$ cat config.mk
export PLATFORM = sky130hd
export DESIGN_NAME = mem_seq_flat
export DESIGN_NICKNAME = d
export VERILOG_FILES = /design/src/rtl/mem_seq_pkg.sv /design/src/rtl/mem_seq_if.sv /design/src/rtl/mem_seq_arb.sv /design/src/rtl/mem_seq.sv /design/src/flat_wrapper.sv
export SDC_FILE = /design/constraint.sdc
export NUM_CORES = 1
export LEC_CHECK = 0
export BUFFER_PORTS_ARGS = -buffer_cell sky130_fd_sc_hd__clkbuf_2
export CAP_MARGIN = 0
export CORE_AREA = 3 3 40 42
export CTS_CLUSTER_SIZE = 14
export DETAILED_ROUTE_END_ITERATION = 10
export DIE_AREA = 0 0 43 45
export HOLD_SLACK_MARGIN = 0.12
export PLACE_DENSITY = 0.6
export SLEW_MARGIN = 20
export SYNTH_ARGS = -nofsm -noshare
export SYNTH_HDL_FRONTEND = slang
export SYNTH_SLANG_ARGS = --single-unit
$ cat constraint.sdc
create_clock -name clk -period 2.4 [get_ports clk]
set_input_delay 0.24 -clock clk [delete_from_list [all_inputs] [get_ports clk]]
set_output_delay 0.24 -clock clk [all_outputs]
set_load 0.05 [all_outputs]
$ cat src/rtl/mem_seq_pkg.sv
// mem_seq_pkg: state and owner encodings shared by the LC-3 memory sequencer files.
package mem_seq_pkg;

    typedef enum logic [2:0] {
        IDLE  = 3'd0,
        MAR   = 3'd1,
        WAIT  = 3'd2,
        RDMDR = 3'd3,
        WRMDR = 3'd4,
        WRITE = 3'd5,
        DONE  = 3'd6
    } seqState_t;

    typedef enum logic {
        OWN_CPU = 1'b0,
        OWN_DBG = 1'b1
    } owner_t;

    localparam int WAIT_CNT_W = 3;

    // Terminal-count timer preload: WAIT lasts readWait cycles ending at count 0.
    function automatic logic [WAIT_CNT_W-1:0] waitLoad(input int readWait);
        return WAIT_CNT_W'(readWait - 1);
    endfunction

endpackage

$ cat src/rtl/mem_seq_if.sv
// mem_seq_if: requester handshakes plus the RAM strobes and BUS gating controls of the memory sequencer.
interface mem_seq_if;

    logic reqCpu;
    logic weCpu;
    logic reqDbg;
    logic weDbg;
    logic gntCpu;
    logic gntDbg;
    logic gateAddr;
    logic gateData;
    logic ldMAR;
    logic ldMDR;
    logic selMDR;
    logic memWE;
    logic doneCpu;
    logic doneDbg;
    logic busy;

    modport master (
        output reqCpu, weCpu, reqDbg, weDbg,
        input  gntCpu, gntDbg, gateAddr, gateData,
        input  ldMAR, ldMDR, selMDR, memWE,
        input  doneCpu, doneDbg, busy
    );

    modport slave (
        input  reqCpu, weCpu, reqDbg, weDbg,
        output gntCpu, gntDbg, gateAddr, gateData,
        output ldMAR, ldMDR, selMDR, memWE,
        output doneCpu, doneDbg, busy
    );

endinterface

$ cat src/rtl/mem_seq_arb.sv
// mem_seq_arb: two-requester arbiter, round-robin (ARB_RR != 0) or fixed CPU priority.
module mem_seq_arb
    import mem_seq_pkg::*;
#(
    parameter int ARB_RR = 1
) (
    input  logic   clk,
    input  logic   rst,
    input  logic   reqCpu,
    input  logic   reqDbg,
    input  logic   update,
    output owner_t winner,
    output logic   anyReq
);

    owner_t lastOwner;

    // On a tie the requester not served last wins; reset leaves CPU as last so debug wins first.
    always_comb begin
        winner = OWN_CPU;
        if (reqCpu && reqDbg) begin
            if ((ARB_RR != 0) && (lastOwner == OWN_CPU)) begin
                winner = OWN_DBG;
            end
        end else if (reqDbg) begin
            winner = OWN_DBG;
        end
    end

    assign anyReq = reqCpu | reqDbg;

    always_ff @(posedge clk or negedge rst) begin
        if (!rst) begin
            lastOwner <= OWN_CPU;
        end else if (update) begin
            lastOwner <= winner;
        end
    end

endmodule

$ cat src/rtl/mem_seq.sv
// mem_seq: MAR/MDR/RAM port-A sequencer shared by the CPU control FSM and the debug monitor.
// Optional access counters cntRd/cntWr are built when MEM_SEQ_ACCESS_CNT_EN is defined.
//
// state | meaning
// IDLE  | no transaction; arbitrate and latch owner + we
// MAR   | owner address on BUS, load MAR
// WAIT  | RAM read latency, down-counter to terminal count 0
// RDMDR | load MDR from memOut
// WRMDR | owner write data on BUS, load MDR from BUS
// WRITE | single-cycle port-A write of MDR at MAR
// DONE  | one-cycle done pulse to owner
module mem_seq
    import mem_seq_pkg::*;
#(
    parameter int READ_WAIT = 1,
    parameter int ARB_RR    = 1,
    parameter int CNT_W     = 16
) (
    input  logic             clk,
    input  logic             rst,
`ifdef MEM_SEQ_ACCESS_CNT_EN
    output logic [CNT_W-1:0] cntRd,
    output logic [CNT_W-1:0] cntWr,
`endif
    mem_seq_if.slave         bus
);

    localparam logic [WAIT_CNT_W-1:0] WAIT_LOAD = waitLoad(READ_WAIT);

    seqState_t state, stateNxt;
    owner_t    owner, ownerNxt, winner;
    logic      isWrite, isWriteNxt;
    logic      anyReq, arbUpdate;
    logic [WAIT_CNT_W-1:0] waitCnt, waitCntNxt;

    mem_seq_arb #(.ARB_RR(ARB_RR)) uArb (
        .clk    (clk),
        .rst    (rst),
        .reqCpu (bus.reqCpu),
        .reqDbg (bus.reqDbg),
        .update (arbUpdate),
        .winner (winner),
        .anyReq (anyReq)
    );

    always_ff @(posedge clk or negedge rst) begin
        if (!rst) begin
            state   <= IDLE;
            owner   <= OWN_CPU;
            isWrite <= 1'b0;
            waitCnt <= '0;
        end else begin
            state   <= stateNxt;
            owner   <= ownerNxt;
            isWrite <= isWriteNxt;
            waitCnt <= waitCntNxt;
        end
    end

    always_comb begin
        stateNxt   = state;
        ownerNxt   = owner;
        isWriteNxt = isWrite;
        waitCntNxt = waitCnt;
        arbUpdate  = 1'b0;
        case (state)
            IDLE: begin
                if (anyReq) begin
                    stateNxt   = MAR;
                    ownerNxt   = winner;
                    isWriteNxt = (winner == OWN_DBG) ? bus.weDbg : bus.weCpu;
                    arbUpdate  = 1'b1;
                end
            end
            MAR: begin
                if (isWrite) begin
                    stateNxt = WRMDR;
                end else begin
                    stateNxt   = WAIT;
                    waitCntNxt = WAIT_LOAD;
                end
            end
            WAIT: begin
                if (waitCnt == '0) begin
                    stateNxt = RDMDR;
                end else begin
                    waitCntNxt = waitCnt - WAIT_CNT_W'(1);
                end
            end
            RDMDR:   stateNxt = DONE;
            WRMDR:   stateNxt = WRITE;
            WRITE:   stateNxt = DONE;
            DONE:    stateNxt = IDLE;
            default: stateNxt = IDLE;
        endcase
    end

    assign bus.busy     = (state != IDLE);
    assign bus.gntCpu   = (state != IDLE) && (owner == OWN_CPU);
    assign bus.gntDbg   = (state != IDLE) && (owner == OWN_DBG);
    assign bus.gateAddr = (state == MAR);
    assign bus.gateData = (state == WRMDR);
    assign bus.ldMAR    = (state == MAR);
    assign bus.ldMDR    = (state == RDMDR) || (state == WRMDR);
    assign bus.selMDR   = (state == RDMDR);
    assign bus.memWE    = (state == WRITE);
    assign bus.doneCpu  = (state == DONE) && (owner == OWN_CPU);
    assign bus.doneDbg  = (state == DONE) && (owner == OWN_DBG);

`ifdef MEM_SEQ_ACCESS_CNT_EN
    // RDMDR and WRITE always lead straight into DONE, so they mark DONE entry.
    always_ff @(posedge clk or negedge rst) begin
        if (!rst) begin
            cntRd <= '0;
            cntWr <= '0;
        end else begin
            if (state == RDMDR) cntRd <= cntRd + CNT_W'(1);
            if (state == WRITE) cntWr <= cntWr + CNT_W'(1);
        end
    end
`endif

endmodule

$ cat src/flat_wrapper.sv
// flat-port wrapper written by rule: the top's interface ports become plain ports
module mem_seq_flat import mem_seq_pkg::*;
#(
    parameter int READ_WAIT = 1,
    parameter int ARB_RR    = 1,
    parameter int CNT_W     = 16
)
  (clk, rst, bus_reqCpu, bus_weCpu, bus_reqDbg, bus_weDbg, bus_gntCpu, bus_gntDbg, bus_gateAddr, bus_gateData, bus_ldMAR, bus_ldMDR, bus_selMDR, bus_memWE, bus_doneCpu, bus_doneDbg, bus_busy);
  mem_seq_if bus_i ();
  input  logic clk;
  input  logic rst;
  input wire logic [$bits(bus_i.reqCpu)-1:0] bus_reqCpu;
  input wire logic [$bits(bus_i.weCpu)-1:0] bus_weCpu;
  input wire logic [$bits(bus_i.reqDbg)-1:0] bus_reqDbg;
  input wire logic [$bits(bus_i.weDbg)-1:0] bus_weDbg;
  output wire logic [$bits(bus_i.gntCpu)-1:0] bus_gntCpu;
  output wire logic [$bits(bus_i.gntDbg)-1:0] bus_gntDbg;
  output wire logic [$bits(bus_i.gateAddr)-1:0] bus_gateAddr;
  output wire logic [$bits(bus_i.gateData)-1:0] bus_gateData;
  output wire logic [$bits(bus_i.ldMAR)-1:0] bus_ldMAR;
  output wire logic [$bits(bus_i.ldMDR)-1:0] bus_ldMDR;
  output wire logic [$bits(bus_i.selMDR)-1:0] bus_selMDR;
  output wire logic [$bits(bus_i.memWE)-1:0] bus_memWE;
  output wire logic [$bits(bus_i.doneCpu)-1:0] bus_doneCpu;
  output wire logic [$bits(bus_i.doneDbg)-1:0] bus_doneDbg;
  output wire logic [$bits(bus_i.busy)-1:0] bus_busy;
  assign bus_i.reqCpu = bus_reqCpu;
  assign bus_i.weCpu = bus_weCpu;
  assign bus_i.reqDbg = bus_reqDbg;
  assign bus_i.weDbg = bus_weDbg;
  assign bus_gntCpu = bus_i.gntCpu;
  assign bus_gntDbg = bus_i.gntDbg;
  assign bus_gateAddr = bus_i.gateAddr;
  assign bus_gateData = bus_i.gateData;
  assign bus_ldMAR = bus_i.ldMAR;
  assign bus_ldMDR = bus_i.ldMDR;
  assign bus_selMDR = bus_i.selMDR;
  assign bus_memWE = bus_i.memWE;
  assign bus_doneCpu = bus_i.doneCpu;
  assign bus_doneDbg = bus_i.doneDbg;
  assign bus_busy = bus_i.busy;
  mem_seq #(.READ_WAIT(READ_WAIT), .ARB_RR(ARB_RR), .CNT_W(CNT_W)) u_core (.clk(clk), .rst(rst), .bus(bus_i));
endmodule
==> impl_metrics.yaml <==
layout:
  fillers: 129
  area_growth_pct: 23.8
  layout.nets: 79
  diodes: 0
  drive_gt1_share_pct: 33.3
  fin_util_pct: 47.0
setup_path:
  path_class: "flip-flop to output port"
  crit_required_ns: 2.16
  end_kind: "output port"
  worst_ep_arrival_time_ns: 1.65
  start_kind: "flip-flop"
  cp_slowest_cell: "dfrtp_1"
  reg2reg_slack_ns: 0.65
  crit_chain: "nor2b_1 -> and2_1 -> or2_2 -> clkbuf_2"
  crit_path_max_fanout: 13
  cp_slowest_stage_delay_ns: 0.51
floorplanning:
  die_area_um2: 1940
  coreArea_um2: 1280
  die_h_um: 45
  die_x_um: 43
  initial_core_util_pct: 38.0
  ios: 17
  rows: 13
sta:
  max_freq_ghz: 0.530
  skew_ns: 0.00527
  layout_min_cycle_time_ns: 1.89
  rsz0062_at_grt: "no"
  maxSlewHeadroom_pct: 72.8
  finalMaxSlewViolations: 0
  tightest_slew_ns: 0.408
  report.final.hold_viol_count: 0
  tns_ns: 0
  setup_viol: 0
  setup_slack_ns: 0.512
  period_share_pct: 78.7
global_route:
  grt_overflow: 0
  grt_pass1_vias: 402
  antenna_found_initial: 0
  grt_pass1_wl_mm: 1.68
  track_usage_pct: 11.5
  grt_max_degree: 14
placement:
  gp_congestion: 0.676
  place_ws_ns: 0.649
  portBuffers: 16
  place_hpwl_um: 723
detailed_routing:
  num_vias: 409
  routedWlPerCell_um: 11.6
  dr.first_iter.drc_count: 5
  via_per_inst: 4.87
  drtAntennaViolNets: 0
  drc: 0
  routed_wl_um: 974
  dr.pass1.iters: 4
flow_run:
  max-cap-violations: 0
clocking:
  clock_sinks: 8
  root_buffer: "clkbuf_4"
  cts_buffer_depth: 2
  htree_levels: 1
  clk_pin_slew_ns: 0.05
  cts_tree: "yes"
  numCtsBuffers: 3
  post_cts_buffers: 0
  clock_latency_ns: 0.25
synthesis:
  syn_area_per_cell_um2: 9.38
  yosysTopAreaCell: "dfrtp_1"
  postSynthCellCount: 52
  synth_area_leaders: "dfrtp_1, ha_1, inv_1, mux2i_1, o2bb2ai_1"
  ys_seq_area_share_pct: 41.0
  synth_top_area_share_pct: 41.0
  syn-cell-area_um2: 488
  yosys_warnings: 0
  ys_seq_elements: 8
  synth_nets: 60
  synth.distinct_cells: 28
worst_hold_path:
  hold_class: "input pin to flip-flop"
outcome:
  status: "finished, final reports clean"
-- what timing repair did --
action / 4_1_cts / 5_1_grt
endpoints found under the hold margin: 8 / 0
hold buffers: 1 / 0
gates resized for setup: 0 / 0
-- worst max-delay path: cells and delay by family (launching register included) --
| kind | cells | cell delay, ns |
|---|---|---|
| buffers and inverters | 1 | 0.23 |
| flip-flops | 1 | 0.51 |
| AND/OR/NAND/NOR | 3 | 0.65 |
-- cells by family (layout without fill, tap and decap cells) --
group | count (synthesis) | in the layout | share of synthesized area (%)
simple gates | 18 | 18 | 23.1
flops | 8 | 8 | 41.0
mux | 2 | 2 | 4.10
fa+ha+maj | 2 | 2 | 5.13
compound gates | 12 | 12 | 18.2
buf+inv | 10 | 27 | 8.46
-- worst paths after layout --
check	startpoint	endpoint	depth (start not counted)
max	u_core.state[1]	bus_ldMDR	4
min	bus_reqCpu	u_core.owner	2
max reg2reg	u_core.waitCnt[0]	u_core.waitCnt[0]	6
min reg2reg	u_core.waitCnt[2]	u_core.waitCnt[2]	1
max in group asynchronous	rst	u_core.waitCnt[1]	2
min in group asynchronous	rst	u_core.isWrite	2
-- area by class of cell --
class / instances / area, um^2 / share of cell area [%]
clock buffer: 3 / 22.5 / 3.73
inverter: 7 / 26.3 / 4.35
multi-input combinational: 34 / 246 / 40.8
sequential: 8 / 200 / 33.1
tap: 15 / 18.8 / 3.11
timing repair buffer: 17 / 90.1 / 14.9
-- registers in the layout, indices dropped and copies added (netlist names) --
name	flops
u_core.owner	1
u_core.isWrite	1
u_core.waitCnt	3
u_core.state	3
-- Yosys cell counts --
cell type	instances
a22o_1	1
a21o_1	1
mux2i_1	2
or2_2	1
o2bb2ai_1	2
o41a_1	1
nor2_1	4
nor3b_1	2
nor3_1	2
nand2_1	1
o21ai_0	3
or4b_4	1
a32oi_1	1
nand3_1	1
clkbuf_1	2
a21oi_1	1
buf_4	1
nand2b_1	1
nor3_2	1
inv_2	1
and2_1	1
nor2b_1	2
inv_1	6
a31oi_1	1
dfrtp_1	8
ha_1	2
and4_1	1
a2bb2oi_1	1
-- cells in the final DEF (no fill, tap or decap), types with 2 or more instances in the layout --
| master | count |
|---|---|
| clkbuf_2 | 16 |
| nor2_1 | 4 |
| ha_1 | 2 |
| mux2i_1 | 2 |
| nor2b_1 | 2 |
| nor3_1 | 2 |
| nor3b_1 | 2 |
| clkbuf_4 | 3 |
| dfrtp_1 | 8 |
| inv_1 | 6 |
| o2bb2ai_1 | 2 |
| o21ai_0 | 3 |
-- metrics by stage --
step	hold slack, ns	cell area (um^2)	std cells
final	0.240	604	84
after global routing	0.253	604	84
after CTS	0.230	604	84
after detailed placement	0.0917	572	80
after global placement	0.0915	572	80
after floorplan	-0.0556	488	52
-- per-layer routing --
layer  vias up  global-route usage, %  routed length [um]
met5         -                      0                   0
met4         0                   7.23                   0
met3         0                   1.59                  49
met2         9                   16.2                 439
met1       183                   16.5                 484
li1        217                      -                   -
Power is not shown: default switching activity piles up to over one toggle a cycle in this logic, so the estimate is an artifact.
